[src/rtl/display_tx_buf.sv]
// rtl/display_tx_buf.sv - CPU character FIFO feeding an 8N1 UART transmitter.
// Optional macro DISP_CRLF_EN expands an LF write into CR followed by LF.
module display_tx_buf #(
    parameter int DEPTH        = 16,
    parameter int CLKS_PER_BIT = 868
) (
    input  logic       clk,
    input  logic       reset,
    input  logic       DISP_write_en,
    input  logic [6:0] DISP_data,
    input  logic       DISP_clear,
    output logic       DISP_status,
    output logic       buf_empty,
    output logic       buf_full,
    output logic       tx_busy,
    output logic       tx_out
);

    localparam int AW = $clog2(DEPTH);
    localparam int CW = AW + 1;
    localparam int TW = $clog2(CLKS_PER_BIT);

    localparam logic [1:0] S_IDLE  = 2'd0;
    localparam logic [1:0] S_START = 2'd1;
    localparam logic [1:0] S_DATA  = 2'd2;
    localparam logic [1:0] S_STOP  = 2'd3;

    logic [7:0]    mem [DEPTH];
    logic [AW-1:0] rd_ptr;
    logic [AW-1:0] wr_ptr;
    logic [CW-1:0] count;

    logic [1:0]    state;
    logic [TW-1:0] timer;
    logic [2:0]    bit_idx;
    logic [7:0]    shift;

    logic          push;
    logic          pop;
    logic [7:0]    push_data;
    logic          bit_done;

    assign buf_empty = (count == '0);
    assign buf_full  = (count == CW'(DEPTH));
    assign tx_busy   = (state != S_IDLE);
    assign bit_done  = (timer == TW'(CLKS_PER_BIT - 1));

    // A software clear outranks the serializer's pop so nothing starts from a flushed FIFO.
    assign pop = (state == S_IDLE) && !buf_empty && !DISP_clear;

`ifdef DISP_CRLF_EN
    logic lf_pending;
    logic lf_accept;
    logic two_free;

    assign two_free    = (count <= CW'(DEPTH - 2));
    assign DISP_status = !lf_pending && two_free;

    // The LF write reserves two slots up front, so the deferred LF push always fits.
    always_comb begin
        push      = 1'b0;
        push_data = {1'b0, DISP_data};
        lf_accept = 1'b0;
        if (!DISP_clear) begin
            if (lf_pending) begin
                push      = 1'b1;
                push_data = 8'h0A;
            end else if (DISP_write_en) begin
                if (DISP_data == 7'h0A) begin
                    if (two_free) begin
                        push      = 1'b1;
                        push_data = 8'h0D;
                        lf_accept = 1'b1;
                    end
                end else if (!buf_full || pop) begin
                    push = 1'b1;
                end
            end
        end
    end

    always_ff @(posedge clk) begin
        if (reset || DISP_clear) begin
            lf_pending <= 1'b0;
        end else begin
            lf_pending <= lf_accept;
        end
    end
`else
    assign push        = DISP_write_en && !DISP_clear && (!buf_full || pop);
    assign push_data   = {1'b0, DISP_data};
    assign DISP_status = !buf_full;
`endif

    always_ff @(posedge clk) begin
        if (push) begin
            mem[wr_ptr] <= push_data;
        end
    end

    always_ff @(posedge clk) begin
        if (reset || DISP_clear) begin
            rd_ptr <= '0;
            wr_ptr <= '0;
            count  <= '0;
        end else begin
            if (push) begin
                wr_ptr <= wr_ptr + AW'(1);
            end
            if (pop) begin
                rd_ptr <= rd_ptr + AW'(1);
            end
            case ({push, pop})
                2'b10:   count <= count + CW'(1);
                2'b01:   count <= count - CW'(1);
                default: count <= count;
            endcase
        end
    end

    // tx_out is loaded with the level of the state being entered, keeping the line registered.
    always_ff @(posedge clk) begin
        if (reset) begin
            state   <= S_IDLE;
            timer   <= '0;
            bit_idx <= '0;
            shift   <= '0;
            tx_out  <= 1'b1;
        end else begin
            case (state)
                S_IDLE: begin
                    tx_out <= 1'b1;
                    if (pop) begin
                        shift  <= mem[rd_ptr];
                        state  <= S_START;
                        timer  <= '0;
                        tx_out <= 1'b0;
                    end
                end
                S_START: begin
                    if (bit_done) begin
                        state   <= S_DATA;
                        timer   <= '0;
                        bit_idx <= '0;
                        tx_out  <= shift[0];
                    end else begin
                        timer <= timer + TW'(1);
                    end
                end
                S_DATA: begin
                    if (bit_done) begin
                        timer <= '0;
                        if (bit_idx == 3'd7) begin
                            state  <= S_STOP;
                            tx_out <= 1'b1;
                        end else begin
                            bit_idx <= bit_idx + 3'd1;
                            tx_out  <= shift[bit_idx + 3'd1];
                        end
                    end else begin
                        timer <= timer + TW'(1);
                    end
                end
                S_STOP: begin
                    if (bit_done) begin
                        state  <= S_IDLE;
                        timer  <= '0;
                        tx_out <= 1'b1;
                    end else begin
                        timer <= timer + TW'(1);
                    end
                end
                default: begin
                    state  <= S_IDLE;
                    timer  <= '0;
                    tx_out <= 1'b1;
                end
            endcase
        end
    end

endmodule

[config.mk]
export PLATFORM = sky130hd
export DESIGN_NAME = display_tx_buf
export DESIGN_NICKNAME = d
export VERILOG_FILES = /design/src/rtl/display_tx_buf.sv
export SDC_FILE = /design/constraint.sdc
export NUM_CORES = 1
export LEC_CHECK = 0
export ABC_AREA = 0
export CAP_MARGIN = 20
export CORE_MARGIN = 5
export CORE_UTILIZATION = 35
export DETAILED_ROUTE_END_ITERATION = 6
export GPL_TIMING_DRIVEN = 0
export SYNTH_ARGS = -nofsm -noshare
export SYNTH_HDL_FRONTEND = slang
export SYNTH_SLANG_ARGS = --single-unit
[constraint.sdc]
create_clock -name clk -period 9.65 [get_ports clk]
set_clock_uncertainty 0.05 [all_clocks]
set_input_delay 1.4475 -clock clk [delete_from_list [all_inputs] [get_ports clk]]
set_output_delay 1.4475 -clock clk [all_outputs]
set_load 0.1 [all_outputs]
### Yosys cells after proc, flatten, opt, wreduce, memory -nomap -nowiden

Memories as Yosys holds them, arrays and structs flattened. A register that Yosys moved wholly into a read port is not among the register bits.
Index checks and enable logic that the tools add are counted.

* add/sub/neg operators: 6
* $lt $le $gt $ge: 1
* eq/ne operators: 14
* muxes and demuxes: 24
* reductions and logical operators: 19

Operator list (number)
* 10-bit 2-to-1 mux: 2
* 10-bit one-hot mux with 2 select lines: 1
* 2-bit inequality test (second input constant): 6
* 10-bit by 1-bit adder with 10-bit output (second input constant): 1
* 10-bit equality test (second input constant): 1
* 2-bit 2-to-1 mux: 5
* 5-bit one-hot mux with 2 select lines: 1
* 3-bit 2-to-1 mux: 3
* 4-bit by 1-bit adder with 4-bit output (second input constant): 2
* 1-bit 2-to-1 mux: 8
* 2-bit one-hot mux with 4 select lines: 1
* 2-bit equality test (second input constant): 3
* 3-bit one-hot mux with 2 select lines: 1
* 2-bit nonzero test: 3
* 5-bit by 1-bit adder with 5-bit output (second input constant): 1
* 5-bit equality test (second input constant): 1
* 5-bit logical NOT: 1
* 5-bit AND reduction: 1
* 5-bit by 1-bit subtractor with 5-bit output (second input constant): 1
* 2-bit by 1-bit equality test with 1-bit output (second input constant): 2
* 1-bit logical AND: 4
* 3-bit by 4-bit less-than comparator with 1-bit output (second input constant): 1
* 1-bit one-hot mux with 4 select lines: 1
* 4-bit AND reduction: 1
* 9 further kinds: 12

* register bits: 37
* bits in writable memories: 112
* bits of input ports: 11
* output and inout bits: 5
* memories: 1

Memory list
* mem: words 16, bits a word 7, read ports 1, clocked after Yosys merged registers in 1, wr ports 1, line 28 `logic [7:0] mem [DEPTH];`

### Depth between registers and ports, before layout

* depth in word-level cells: 8
* mapped depth: 14

### Worst setup path after synthesis

No wires, ideal clock.

* kind: reg2out
* start: register count[1]
* end: output buf_full
* arrival time: 2.435 ns
* slack: 5.718 ns
* cell stages (with the launch flop): 5
* cell sequence: dfxtp_1 > buf_6 > nor4_1 > nand2_1 > inv_1

* cells in the longest elaborated chain, start to end: 1

RTL lines
* start: declaration: line 31 `logic [CW-1:0] count;`
* start signal: assignment: line 114 `2'b10: count <= count + CW'(1);`
* start signal: assignment: line 115 `2'b01: count <= count - CW'(1);`
* start signal: assignment: line 116 `default: count <= count;`
* 5-bit equality test: line 44 `assign buf_full = (count == CW'(DEPTH));`
* end: declaration: line 14 `output logic buf_full,`

Every way passes these cells.

### Worst setup path in the final report

* start: register count[2]
* end: output buf_full

The elaborated chain is that of the path after synthesis.

==> flow_metrics.py <==
metrics = {
    "synthesis": {
        "synth_top_family_by_area": "multiplexers",
        "synth_flop_cell": "sky130_fd_sc_hd__edfxtp_1",
        "yosys.area_share.adder": 0.0339,
        "post_synth_arst_share": 0,
        "synth_seq_area_share": 0.651,
        "synth.net_count": 436,
        "synth_seq_cells": 148,
        "yosysUniqueCellTypes": 54,
        "synth_simple_gate_area_share": 0.0844,
        "synthesis.area_um2": 6270,
        "area_share_of_xor_xnor_cells_in_the_synthesized_design": 0.0223,
        "synth.mux.area_fraction": 0.135,
        "syn-instance-count": 408,
        "synth.area.top_cells": "sky130_fd_sc_hd__edfxtp_1, sky130_fd_sc_hd__dfxtp_1, sky130_fd_sc_hd__mux4_2",
        "yosysTopAreaCellShare": 0.536,
        "synth-edff-count": 112,
        "yosys.area.top_type": "sky130_fd_sc_hd__edfxtp_1",
        "synth.avg_cell_area_um2": 15.4,
        "yosys_warnings": 0,
        "synth_compound_gate_area_share": 0.0513,
    },
    "finish": {
        "antenna_cells": 0,
        "finish.net_count": 474,
        "utilization": 0.413,
        "multi_input_gate_area_in_the_final_layout_um2": 2050,
        "final_instance_area_um2": 7350,
        "synthToLayoutAreaGrowth_pct": 17.1,
        "num-fill-cells": 1617,
        "layout-drive-gt1-share": 0.170,
        "sequential_cell_area_um2": 4080,
    },
    "place": {
        "buffer_ports.inserted": 15,
        "place_area_um2": 6740,
        "detailedPlacementHpwl_um": 8510,
        "place_worst_setup_slack_ns": 4.88,
        "gp_routability_congestion": 0.834,
    },
    "sta": {
        "transition_time_at_the_pin_with_the_least_slew_margin_ns": 0.983,
        "final_hold_viol_count": 0,
        "final.hold.worst_slack_ns": 0.427,
        "smallest_setup_slack_after_layout_ns": 5.31,
        "grt_setup_unrepaired": "false",
        "min_period_over_period": 0.450,
        "achievable-frequency_mhz": 230,
        "maxSlewHeadroom": 0.342,
        "fin_tns_setup_ns": 0,
        "layout_min_cycle_time_ns": 4.34,
        "final_max_slew_viol_count": 0,
        "final_setup_fails": 0,
    },
    "critical_path": {
        "worst-path-max-fanout": 9,
        "regToRegStartpoint": "state[0]$_SDFFE_PP0P_",
        "critPathMaxStageDelay_ns": 1.13,
        "sequence_of_cells_on_the_critical_path": "buf_2, nor4_1, nand2_1, inv_1, clkdlybuf4s50_1",
        "timing.critical_path.slowest_stage_cell": "sky130_fd_sc_hd__clkdlybuf4s50_1",
        "setup.worst_path.start_class": "flip-flop",
        "critical_path_arrival_ns": 2.84,
        "setup.worst_path.start": "count[2]$_SDFFE_PP0P_",
        "cp.required_ns": 8.15,
        "rrSetupSlack_ns": 5.95,
        "critPathCaptureType": "output port",
        "setup_cp_type": "flip-flop to output port",
    },
    "grt": {
        "grt_max_degree": 17,
        "gr-usage-all-layers": 0.132,
        "grt_antenna_before_repair": 0,
        "grt_pass1_vias": 3663,
        "grt.overflow.total": 0,
        "grt_first_pass_wirelength_um": 20300,
    },
    "clocking": {
        "h_tree_depth": 4,
        "cts-buffers-inserted": 17,
        "post_cts.repair.setup_buffers": 0,
        "clock-sinks": 148,
        "clock_tree.buffer_depth": 2,
        "insertion_delay_ns": 0.42,
        "cts.reportedPaths.clkPinSlew_ns": 0.06,
        "cts.hold.buffers_added": 0,
        "cts_root_buf": "sky130_fd_sc_hd__clkbuf_16",
        "tritoncts_clock_tree": "built",
        "ctsResizeCount": 0,
    },
    "outcome": {
        "status": "finished, final reports clean",
    },
    "route": {
        "post-route-drc-count": 0,
        "wl_um": 12700,
        "detailroute.via_count": 3517,
        "firstDrtPassIters": 5,
        "antenna_violating_nets_post_route": 0,
        "post_drt_via_cell_ratio": 5.11,
        "detail_route.wl_per_cell_um": 18.5,
        "drt_first_iter_violations": 291,
    },
    "power": {
        "power.share.combinational": 0.061,
        "max-vdd-ir-drop_mv": 0.137,
        "sw_frac_of_total": 0.237,
        "p_per_area_nw_per_um2": 199,
        "power_leakage_nw": 2.39,
        "net-switching-power_mw": 0.346,
        "power_frac_seq": 0.476,
        "p_int_mw": 1.11,
        "clock_power_share": 0.463,
    },
    "die": {
        "floorplan.die.width_um": 144,
        "ios": 16,
        "core_um2": 17800,
        "die_h_um": 144,
        "row_count": 49,
        "dieArea_um2": 20700,
        "starting_density_of_the_core": 0.353,
    },
    "worst_hold_path": {
        "class_of_the_most_critical_hold_timing_path": "flip-flop to flip-flop",
        "holdCritStartpoint": "bit_idx[2]$_SDFFE_PP0P_",
    },
    "flow_run": {
        "max_capacitance_violation_count": 0,
    },
}
## power by group through the flow
stage / registers [mW] / clock network (mW) / logic [mW]
2_1_floorplan: 0.716 / 0 / 0.0515
3_3_place_gp: 0.708 / 0 / 0.0858
3_5_place_dp: 0.709 / 0 / 0.0890
4_1_cts: 0.695 / 0.687 / 0.0896
5_1_grt: 0.695 / 0.715 / 0.0975
6_report: 0.695 / 0.675 / 0.0888
## metrics by stage
step                std cells  total power [mW]
CTS                       688              1.47
global route              688              1.51
finish                    688              1.46
global placement          652             0.794
floorplan                 408             0.768
detailed placement        656             0.798
## kinds of logic after synthesis
group                    count (synthesis)
AND/OR/NAND/NOR                        104
adder cells (fa/ha/maj)                 17
XOR/XNOR                                16
multiplexers                            48
buffers and inverters                   31
flip-flops                             148
AO/OA/AOI/OAI                           44
## cell usage in the layout, fill, tap and decap left out, drive strengths merged, types with 2 or more instances in the layout
cell type      Yosys  final
edfxtp           112    112
nor2              37     37
dfxtp             36     36
mux4              29     29
clkbuf            11     28
inv               12     22
mux2i             18     18
ha                17     17
nand2             15     15
clkdlybuf4s50      0     15
a21oi             12     12
buf                8     12
nor3              10     10
xor2               9      9
nand3b             8      8
nand2b             7      7
o221ai             7      7
xnor2              7      7
or3                6      6
o21ai              6      6
nand4              4      4
nand3              4      4
nor2b              3      3
a31oi              2      2
a22oi              2      2
o211ai             2      2
bufinv             0      2
or4                2      2
or2                2      2
a221oi             2      2
clkinv             0      2
## synthesized netlist by cell type (2+ instances only)
cell                       count
sky130_fd_sc_hd__inv_1        11
sky130_fd_sc_hd__nand4_1       4
sky130_fd_sc_hd__edfxtp_1    112
sky130_fd_sc_hd__nor2b_1       3
sky130_fd_sc_hd__clkbuf_1     10
sky130_fd_sc_hd__o211ai_1      2
sky130_fd_sc_hd__nand2b_1      7
sky130_fd_sc_hd__a21oi_1      12
sky130_fd_sc_hd__buf_2         4
sky130_fd_sc_hd__a31oi_1       2
sky130_fd_sc_hd__nor2_1       37
sky130_fd_sc_hd__nor3_1       10
sky130_fd_sc_hd__mux4_2       29
sky130_fd_sc_hd__nand2_1      15
sky130_fd_sc_hd__ha_1         17
sky130_fd_sc_hd__o221ai_1      7
sky130_fd_sc_hd__o21ai_0       5
sky130_fd_sc_hd__mux2i_1      18
sky130_fd_sc_hd__a22oi_1       2
sky130_fd_sc_hd__or3_1         6
sky130_fd_sc_hd__dfxtp_1      36
sky130_fd_sc_hd__nand3_1       4
sky130_fd_sc_hd__nand3b_1      8
sky130_fd_sc_hd__xor2_1        9
sky130_fd_sc_hd__buf_6         2
sky130_fd_sc_hd__xnor2_1       7
sky130_fd_sc_hd__buf_1         2
## flip-flops by register name, indices dropped and copies added (netlist names)
name	count
wr_ptr	4
rd_ptr	4
timer	10
bit_idx	3
mem	112
shift	7
state	2
count	5
tx_out	1
## worst paths after layout
check | endpoint | cells past startpoint
setup / recovery | buf_full | 5
hold / removal | bit_idx[2]$_SDFFE_PP0P_ | 2
setup reg to reg | count[4]$_SDFFE_PP0P_ | 13
hold reg to reg | bit_idx[2]$_SDFFE_PP0P_ | 2
## routing by layer
layer / vias to the layer above / GRT usage / part of all wire
met1: 1748 / 0.169 / 0.44
li1: 1660 / - / -
met4: 0 / 0.0292 / 0.0064
met2: 98 / 0.221 / 0.49
met5: - / 0 / 0
met3: 11 / 0.0446 / 0.060
## worst max-delay path, delay by kind of cell, from the launching register on
kind	cells	cell delay, ns
buf+inv	3	1.38
flops	1	0.30
simple gates	2	0.75
## cell type report
class / instances / area share
sequential: 148 / 0.556
multi-input combinational: 229 / 0.279
clock buffer: 17 / 0.0579
tap: 229 / 0.0390
clock inverter: 15 / 0.0247
timing repair buffer: 19 / 0.0245
buffer: 19 / 0.0126
inverter: 12 / 0.00647
Power figures use the tool's default switching activity.
